### src/rtl/ctrl_pkg.sv
// ctrl_pkg: shared definitions for the pipeline control slice.
// Holds the widths of the decoder control bundles and the bit positions
// inside each bundle, the ALUOp and forwarding-select codes, the bubble
// (all-zero) control bundle, and the forwarding-select helper.
package ctrl_pkg;

    localparam int unsigned WB_W  = 2;
    localparam int unsigned EX_W  = 4;
    localparam int unsigned MEM_W = 2;
    localparam int unsigned REG_W = 5;

    // wb = {RegWrite, MemtoReg}
    localparam int unsigned WB_REGWRITE = 1;
    localparam int unsigned WB_MEMTOREG = 0;

    // ex = {ALUSrc, ALUOp[1:0], RegDst}
    localparam int unsigned EX_ALUSRC   = 3;
    localparam int unsigned EX_ALUOP_HI = 2;
    localparam int unsigned EX_ALUOP_LO = 1;
    localparam int unsigned EX_REGDST   = 0;

    // mem = {MemRead, MemWrite}
    localparam int unsigned MEM_READ  = 1;
    localparam int unsigned MEM_WRITE = 0;

    typedef enum logic [1:0] {
        ALUOP_ADD   = 2'b00,
        ALUOP_SUB   = 2'b01,
        ALUOP_FUNCT = 2'b10
    } aluop_e;

    typedef enum logic [1:0] {
        FWD_REG   = 2'b00,
        FWD_MEMWB = 2'b01,
        FWD_EXMEM = 2'b10
    } fwd_e;

    typedef struct packed {
        logic [WB_W-1:0]  wb;
        logic [EX_W-1:0]  ex;
        logic [MEM_W-1:0] mem;
    } ctrl_t;

    localparam ctrl_t BUBBLE = '0;

    // EX/MEM wins over MEM/WB because it holds the younger result.
    // Register 0 is hardwired, so a write to it never forwards.
    function automatic fwd_e fwd_sel(
        input logic             exmem_we,
        input logic [REG_W-1:0] exmem_dst,
        input logic             memwb_we,
        input logic [REG_W-1:0] memwb_dst,
        input logic [REG_W-1:0] src
    );
        fwd_e sel;
        sel = FWD_REG;
        if (exmem_we && (exmem_dst != '0) && (exmem_dst == src)) begin
            sel = FWD_EXMEM;
        end else if (memwb_we && (memwb_dst != '0) && (memwb_dst == src)) begin
            sel = FWD_MEMWB;
        end
        return sel;
    endfunction

endpackage

### src/rtl/ctrl_pipe_hazard.sv
// hazard_detect: load-use hazard detection.
// Ports:
//   idex_memread_i  MemRead of the instruction currently in EX
//   idex_rt_i       rt (load destination) of the instruction in EX
//   id_rs_i/id_rt_i source registers of the instruction in ID
//   stall_o         load-use hazard present this cycle
//   pc_write_o      PC update enable (low while stalled)
//   ifid_write_o    IF/ID load enable (low while stalled)
//   flush_mux_o     1 = insert bubble into ID/EX
module hazard_detect
    import ctrl_pkg::*;
(
    input  logic             idex_memread_i,
    input  logic [REG_W-1:0] idex_rt_i,
    input  logic [REG_W-1:0] id_rs_i,
    input  logic [REG_W-1:0] id_rt_i,
    output logic             stall_o,
    output logic             pc_write_o,
    output logic             ifid_write_o,
    output logic             flush_mux_o
);

    assign stall_o = idex_memread_i && (idex_rt_i != '0) &&
                     ((idex_rt_i == id_rs_i) || (idex_rt_i == id_rt_i));

    assign pc_write_o   = !stall_o;
    assign ifid_write_o = !stall_o;
    assign flush_mux_o  = stall_o;

endmodule

### src/rtl/ctrl_pipe.sv
// ctrl_pipe: pipeline control for the decoder's control bundles.
// Carries wb/ex/mem bundles through ID/EX, EX/MEM and MEM/WB, unpacks
// them per stage, detects load-use hazards, flushes IF/ID on taken
// branch or jump, produces EX forwarding selects and counts stall cycles.
// Ports:
//   clk_i, rst_i (async, active-low)
//   wb_i/ex_i/mem_i, jump_i, branch_i, eq_i, id_rs_i/id_rt_i/id_rd_i: ID inputs
//   pc_write_o, ifid_write_o, ifid_flush_o, flush_mux_o: front-end control
//   branch_taken_o, jump_o: PC source selects
//   ex_alusrc_o, ex_aluop_o, ex_regdst_o, fwd_a_o, fwd_b_o: EX stage
//   mem_read_o, mem_write_o: MEM stage
//   wb_regwrite_o, wb_memtoreg_o, wb_rd_o: WB stage
//   stall_cnt_o: saturating count of load-use stall cycles
module ctrl_pipe
    import ctrl_pkg::*;
#(
    parameter int unsigned CNT_W = 16
) (
    input  logic             clk_i,
    input  logic             rst_i,
    input  logic [WB_W-1:0]  wb_i,
    input  logic [EX_W-1:0]  ex_i,
    input  logic [MEM_W-1:0] mem_i,
    input  logic             jump_i,
    input  logic             branch_i,
    input  logic             eq_i,
    input  logic [REG_W-1:0] id_rs_i,
    input  logic [REG_W-1:0] id_rt_i,
    input  logic [REG_W-1:0] id_rd_i,
    output logic             pc_write_o,
    output logic             ifid_write_o,
    output logic             ifid_flush_o,
    output logic             flush_mux_o,
    output logic             branch_taken_o,
    output logic             jump_o,
    output logic             ex_alusrc_o,
    output logic [1:0]       ex_aluop_o,
    output logic             ex_regdst_o,
    output logic [1:0]       fwd_a_o,
    output logic [1:0]       fwd_b_o,
    output logic             mem_read_o,
    output logic             mem_write_o,
    output logic             wb_regwrite_o,
    output logic             wb_memtoreg_o,
    output logic [REG_W-1:0] wb_rd_o,
    output logic [CNT_W-1:0] stall_cnt_o
);

    ctrl_t            idex_ctrl_q, idex_ctrl_d;
    logic [REG_W-1:0] idex_rs_q, idex_rt_q, idex_rd_q;
    logic [WB_W-1:0]  exmem_wb_q;
    logic [MEM_W-1:0] exmem_mem_q;
    logic [REG_W-1:0] exmem_dst_q, ex_dst;
    logic [WB_W-1:0]  memwb_wb_q;
    logic [REG_W-1:0] memwb_dst_q;
    logic [CNT_W-1:0] stall_cnt_q, stall_cnt_d;
    logic             stall;
    aluop_e           ex_aluop;
    fwd_e             fwd_a, fwd_b;

    hazard_detect u_hazard (
        .idex_memread_i (idex_ctrl_q.mem[MEM_READ]),
        .idex_rt_i      (idex_rt_q),
        .id_rs_i        (id_rs_i),
        .id_rt_i        (id_rt_i),
        .stall_o        (stall),
        .pc_write_o     (pc_write_o),
        .ifid_write_o   (ifid_write_o),
        .flush_mux_o    (flush_mux_o)
    );

    // Branch/jump bundles are scrubbed as well as stall bubbles, so decoder
    // don't-care bits on control-transfer instructions never reach EX.
    always_comb begin
        idex_ctrl_d = ctrl_t'{wb: wb_i, ex: ex_i, mem: mem_i};
        if (stall || branch_i || jump_i) begin
            idex_ctrl_d = BUBBLE;
        end
    end

    assign ex_dst = idex_ctrl_q.ex[EX_REGDST] ? idex_rt_q : idex_rd_q;

    assign stall_cnt_d = (stall && (stall_cnt_q != '1)) ? stall_cnt_q + 1'b1
                                                         : stall_cnt_q;

    always_ff @(posedge clk_i or negedge rst_i) begin
        if (!rst_i) begin
            idex_ctrl_q <= BUBBLE;
            idex_rs_q   <= '0;
            idex_rt_q   <= '0;
            idex_rd_q   <= '0;
            exmem_wb_q  <= '0;
            exmem_mem_q <= '0;
            exmem_dst_q <= '0;
            memwb_wb_q  <= '0;
            memwb_dst_q <= '0;
            stall_cnt_q <= '0;
        end else begin
            idex_ctrl_q <= idex_ctrl_d;
            idex_rs_q   <= id_rs_i;
            idex_rt_q   <= id_rt_i;
            idex_rd_q   <= id_rd_i;
            exmem_wb_q  <= idex_ctrl_q.wb;
            exmem_mem_q <= idex_ctrl_q.mem;
            exmem_dst_q <= ex_dst;
            memwb_wb_q  <= exmem_wb_q;
            memwb_dst_q <= exmem_dst_q;
            stall_cnt_q <= stall_cnt_d;
        end
    end

    // A stalled transfer is not lost: the ID instruction is held and
    // re-evaluated on the next cycle.
    assign branch_taken_o = !stall && branch_i && eq_i;
    assign jump_o         = !stall && jump_i;
    assign ifid_flush_o   = branch_taken_o || jump_o;

    assign ex_aluop    = aluop_e'(idex_ctrl_q.ex[EX_ALUOP_HI:EX_ALUOP_LO]);
    assign ex_alusrc_o = idex_ctrl_q.ex[EX_ALUSRC];
    assign ex_aluop_o  = ex_aluop;
    assign ex_regdst_o = idex_ctrl_q.ex[EX_REGDST];

    assign fwd_a = fwd_sel(exmem_wb_q[WB_REGWRITE], exmem_dst_q,
                           memwb_wb_q[WB_REGWRITE], memwb_dst_q, idex_rs_q);
    assign fwd_b = fwd_sel(exmem_wb_q[WB_REGWRITE], exmem_dst_q,
                           memwb_wb_q[WB_REGWRITE], memwb_dst_q, idex_rt_q);
    assign fwd_a_o = fwd_a;
    assign fwd_b_o = fwd_b;

    assign mem_read_o    = exmem_mem_q[MEM_READ];
    assign mem_write_o   = exmem_mem_q[MEM_WRITE];
    assign wb_regwrite_o = memwb_wb_q[WB_REGWRITE];
    assign wb_memtoreg_o = memwb_wb_q[WB_MEMTOREG];
    assign wb_rd_o       = memwb_dst_q;
    assign stall_cnt_o   = stall_cnt_q;

endmodule

### config.mk
export PLATFORM = sky130hd
export DESIGN_NAME = ctrl_pipe
export DESIGN_NICKNAME = d
export VERILOG_FILES = /design/src/rtl/ctrl_pkg.sv /design/src/rtl/ctrl_pipe_hazard.sv /design/src/rtl/ctrl_pipe.sv
export SDC_FILE = /design/constraint.sdc
export NUM_CORES = 1
export LEC_CHECK = 0
export BUFFER_PORTS_ARGS = -buffer_cell sky130_fd_sc_hd__buf_2
export CAP_MARGIN = 20
export CORE_ASPECT_RATIO = 1.2
export CORE_UTILIZATION = 55
export DETAILED_ROUTE_END_ITERATION = 10
export PLACE_DENSITY = 0.84
export SYNTH_ARGS = -nofsm -noshare
export SYNTH_HDL_FRONTEND = slang
export SYNTH_SLANG_ARGS = --single-unit
### constraint.sdc
create_clock -name clk_i -period 5.53 [get_ports clk_i]
set_clock_uncertainty 0.1 [all_clocks]
set_input_delay 0.553 -clock clk_i [delete_from_list [all_inputs] [get_ports clk_i]]
set_output_delay 0.553 -clock clk_i [all_outputs]
set_load 0.01 [all_outputs]
==> reports/qor.log <==
[outcome] status finished clean
[timing] Slew Limit Fails 0
[pwr] sw power 0.194 mW
[worst_setup_path] Worst Setup EP branch_taken_o
[worst_setup_path] required time of the critical path 4880 ps
[grt] wire length of the first global-routing pass 6930 um
[grt] total overflow reported by the global router 0
[job] max-cap check violation count 0
[pwr] relative contribution of the clock network to total power 30.4%
[worst_setup_path] critical path capture point type primary output
[final_layout] number of nets in the final layout 281
[timing] Tightest Pin Transition 743 ps
[logic_synthesis] Cell variety after synth 31
[clocking] deepest clock path buffer count 2
[worst_setup_path] beginning of the worst register-to-register path idex_rt_q[0]
[final_layout] fraction of layout instances using a drive strength above 1 34.4%
[detailed_routing] vias 1568
[final_layout] final-layout fill cell count 304
[pwr] power share of the sequential group 59.1%
[clocking] number of cells upsized or downsized after cts 0
[worst_setup_path] worst setup path startpoint idex_rt_q[0]
[clocking] root buffer selected by CTS clkbuf_8
[timing] worst-case hold slack 245 ps
[logic_synthesis] Post-Synthesis Net Count 217
[grt] maximum number of pins on one net before global-route repair 56
[hold_path] worst min-delay path class input port to async pin
[timing] crit path setup slack, layout 2570 ps
[logic_synthesis] Syn Std Cell Area 2360 sq um
[clocking] clk slew on worst S/H paths 100 ps
[pwr] share of total power in combinational logic 10.4%
[detailed_routing] drt total wl 4320 um
[timing] Min Clock Period, post-route 2960 ps
[timing] Final setup violation count 0
[place] setup slack at placement 2800 ps
[floorplan] standard-cell row count 25
[worst_setup_path] signal arrival time at the worst endpoint 2310 ps
[final_layout] synth-to-layout area growth 18.4%
[timing] worst slew margin relative to its limit 50.5%
[clocking] Post-CTS Setup Inserts 0
[pwr] Internal Pwr Total 0.554 mW
[worst_setup_path] highest net fanout along the worst path 17
[worst_setup_path] Worst Reg2Reg Path Length in Cells 5
[final_layout] count of antenna diodes in the layout 0
[clocking] number of buffers created by CTS 5
[timing] number of endpoints with negative hold slack in the final report 0
[detailed_routing] post-detailed-route wirelength per cell 14.1 um
[clocking] CTS sink cnt 55
[grt] vias in the first global route 1521
[timing] sum of negative setup slack 0 ps
[place] quantity of I/O buffers inserted on ports 66
[place] global placer's final weighted congestion 0.835
[place] dpl hpwl 3120 um
[worst_setup_path] reg2reg setup slack 3290 ps
[detailed_routing] Detail Route Antenna Nets 0
[logic_synthesis] cell count after synthesis 188
[floorplan] die area 4560 sq um
[clocking] TritonCTS clock tree yes
[detailed_routing] routed via count divided by cell count 5.11
[timing] f_max 0.338 GHz
[detailed_routing] DRC Markers 0
[floorplan] standard cell core area 4040 sq um
[pwr] switching share of total power 26.0%
[grt] antenna violations before repair 0
[clocking] post-cts hold buffer count 0
[grt] global-route total usage across every layer 20.9%
[logic_synthesis] Synth Register Bits 55
[detailed_routing] initial detailed-routing violation count 44
[floorplan] starting utilization of the core area 58.5%
[logic_synthesis] share of the yosys chip area belonging to registers 58.3%
[pwr] ratio of total power to cell area 268 nW/um^2
[logic_synthesis] post-synthesis average cell area 12.6 sq um
[detailed_routing] number of detailed-route iterations in the first pass 4
[floorplan] Vert. Die Dim 73.8 um
[pwr] largest vdd supply drop 0.000157 V
[floorplan] DIE WIDTH 61.8 um
[floorplan] top-level port count 67
[worst_setup_path] sort of element at the start of the critical path flip-flop
[clocking] CTS H-tree lvls 2
[worst_setup_path] Crit Reg-Reg Endpoint stall_cnt_o[1]
[pwr] Leakage Power 1.33 nW
[worst_setup_path] class of the most critical setup path flip-flop to primary output
[clocking] clock insertion delay at the later pin of the skew report 310 ps
[timing] RSZ-0062 raised after global routing false
[timing] period utilisation layout 53.5%
[logic_synthesis] warning count from the yosys run 0
area by class of cell:
type	instances	area (sq um)	share of cell area, %
Clock buffer	5	68.8	2.46
Clock inverter	3	26.3	0.940
Inverter	2	7.51	0.269
Multi-Input combinational cell	121	910	32.6
Sequential cell	55	1380	49.3
Tap cell	54	67.6	2.42
Timing Repair Buffer	67	338	12.1
flip-flops by register name, indices dropped and copies added, names as in the netlist:
register,cells
ex_regdst_o,1
ex_aluop_o,2
memwb_wb_q,2
exmem_dst_q,5
idex_rs_q,5
idex_rd_q,5
wb_rd_o,5
exmem_mem_q,2
idex_ctrl_q,4
stall_cnt_o,16
ex_alusrc_o,1
exmem_wb_q,2
idex_rt_q,5
worst min path at each step:
stage,cells past startpoint,from,endpoint,slack (ps)
after global placement,0,exmem_wb_q[0],memwb_wb_q[0],230
after CTS,1,id_rd_i[4],idex_rd_q[4],240
after floorplan,0,rst_i,ex_aluop_o[0],160
final,2,rst_i,idex_ctrl_q[6],250
after detailed placement,0,idex_ctrl_q[0],exmem_mem_q[0],240
after global routing,1,id_rd_i[1],idex_rd_q[1],230
through the flow:
step / power [mW] / cell area, sq um / instances / util, %
floorplan: 0.493 / 2360 / 188 / -
global placement: 0.527 / 2700 / 299 / 66.9
detailed placement: 0.530 / 2700 / 299 / 66.9
CTS: 0.756 / 2790 / 307 / 69.2
global route: 0.785 / 2790 / 307 / 69.2
finish: 0.748 / 2790 / 307 / 69.2
routing by layer:
| metal | share of wire [%] | GRT usage [%] |
|---|---|---|
| met1 | 44 | 27.1 |
| met2 | 51 | 35.4 |
| met3 | 4.1 | 3.87 |
| met4 | 0.95 | 5.93 |
| met5 | 0 | 0 |
critical path, stage by stage (launching register included):
cell     delay [ps]
dfrtp_1         510
xnor2_1         220
nand3_1         120
o22ai_2         640
and2_2          330
nor2_1           60
buf_2           130
synth_stat cells, drive strengths merged:
cell type,instances,area [sq um]
o21ai,3,26.3
nand3,12,60.1
or4,5,41.3
a211oi,1,20.0
o22ai,1,12.5
dfrtp,55,1380
inv,2,7.50
nor3,2,10.0
xnor2,31,272
nor4,5,31.3
mux2,6,67.6
and4,1,8.76
buf,10,66.3
nor2b,1,8.76
a21oi,1,5.00
nor4b,1,8.76
nor2,4,15.0
nand2,6,22.5
nand3b,1,7.51
ha,1,12.5
and2,11,70.1
nand4,10,62.6
xor2,14,123
and3,4,25.0
cells by family after synthesis:
| family | after synthesis | synth area share [%] |
|---|---|---|
| xor gates and xnor gates | 45 | 16.7 |
| muxes | 6 | 2.86 |
| buffers and inverters | 12 | 3.13 |
| DFF | 55 | 58.3 |
| and+or+nand+nor | 63 | 15.7 |
| AOI/OAI and AO/OA | 6 | 2.70 |
| adders and majority gates | 1 | 0.530 |
layout by cell type, fill, tap and decap left out, drive strengths merged:
cell and count:
xor2 14, buf 67, nor2 4, nand4 10, clkinv 1, nand3b 1, and4 1, nand2 6
clkbuf 5, nor2b 1, ha 1, o22ai 1, mux2 6, nor4 5, nor3 2, and3 4
and2 11, nor4b 1, a21oi 1, o21ai 3, xnor2 31, a211oi 1, inv 4, or4 5
nand3 12, dfrtp 55
power groups by stage:
stage | clock, mW | sequential, mW | combinational (mW)
6_report | 0.228 | 0.442 | 0.0780
5_1_grt | 0.250 | 0.446 | 0.0893
4_1_cts | 0.234 | 0.443 | 0.0797
3_5_place_dp | 0 | 0.451 | 0.0791
3_3_place_gp | 0 | 0.450 | 0.0765
2_1_floorplan | 0 | 0.448 | 0.0448
(Power assumes the default switching activity.)
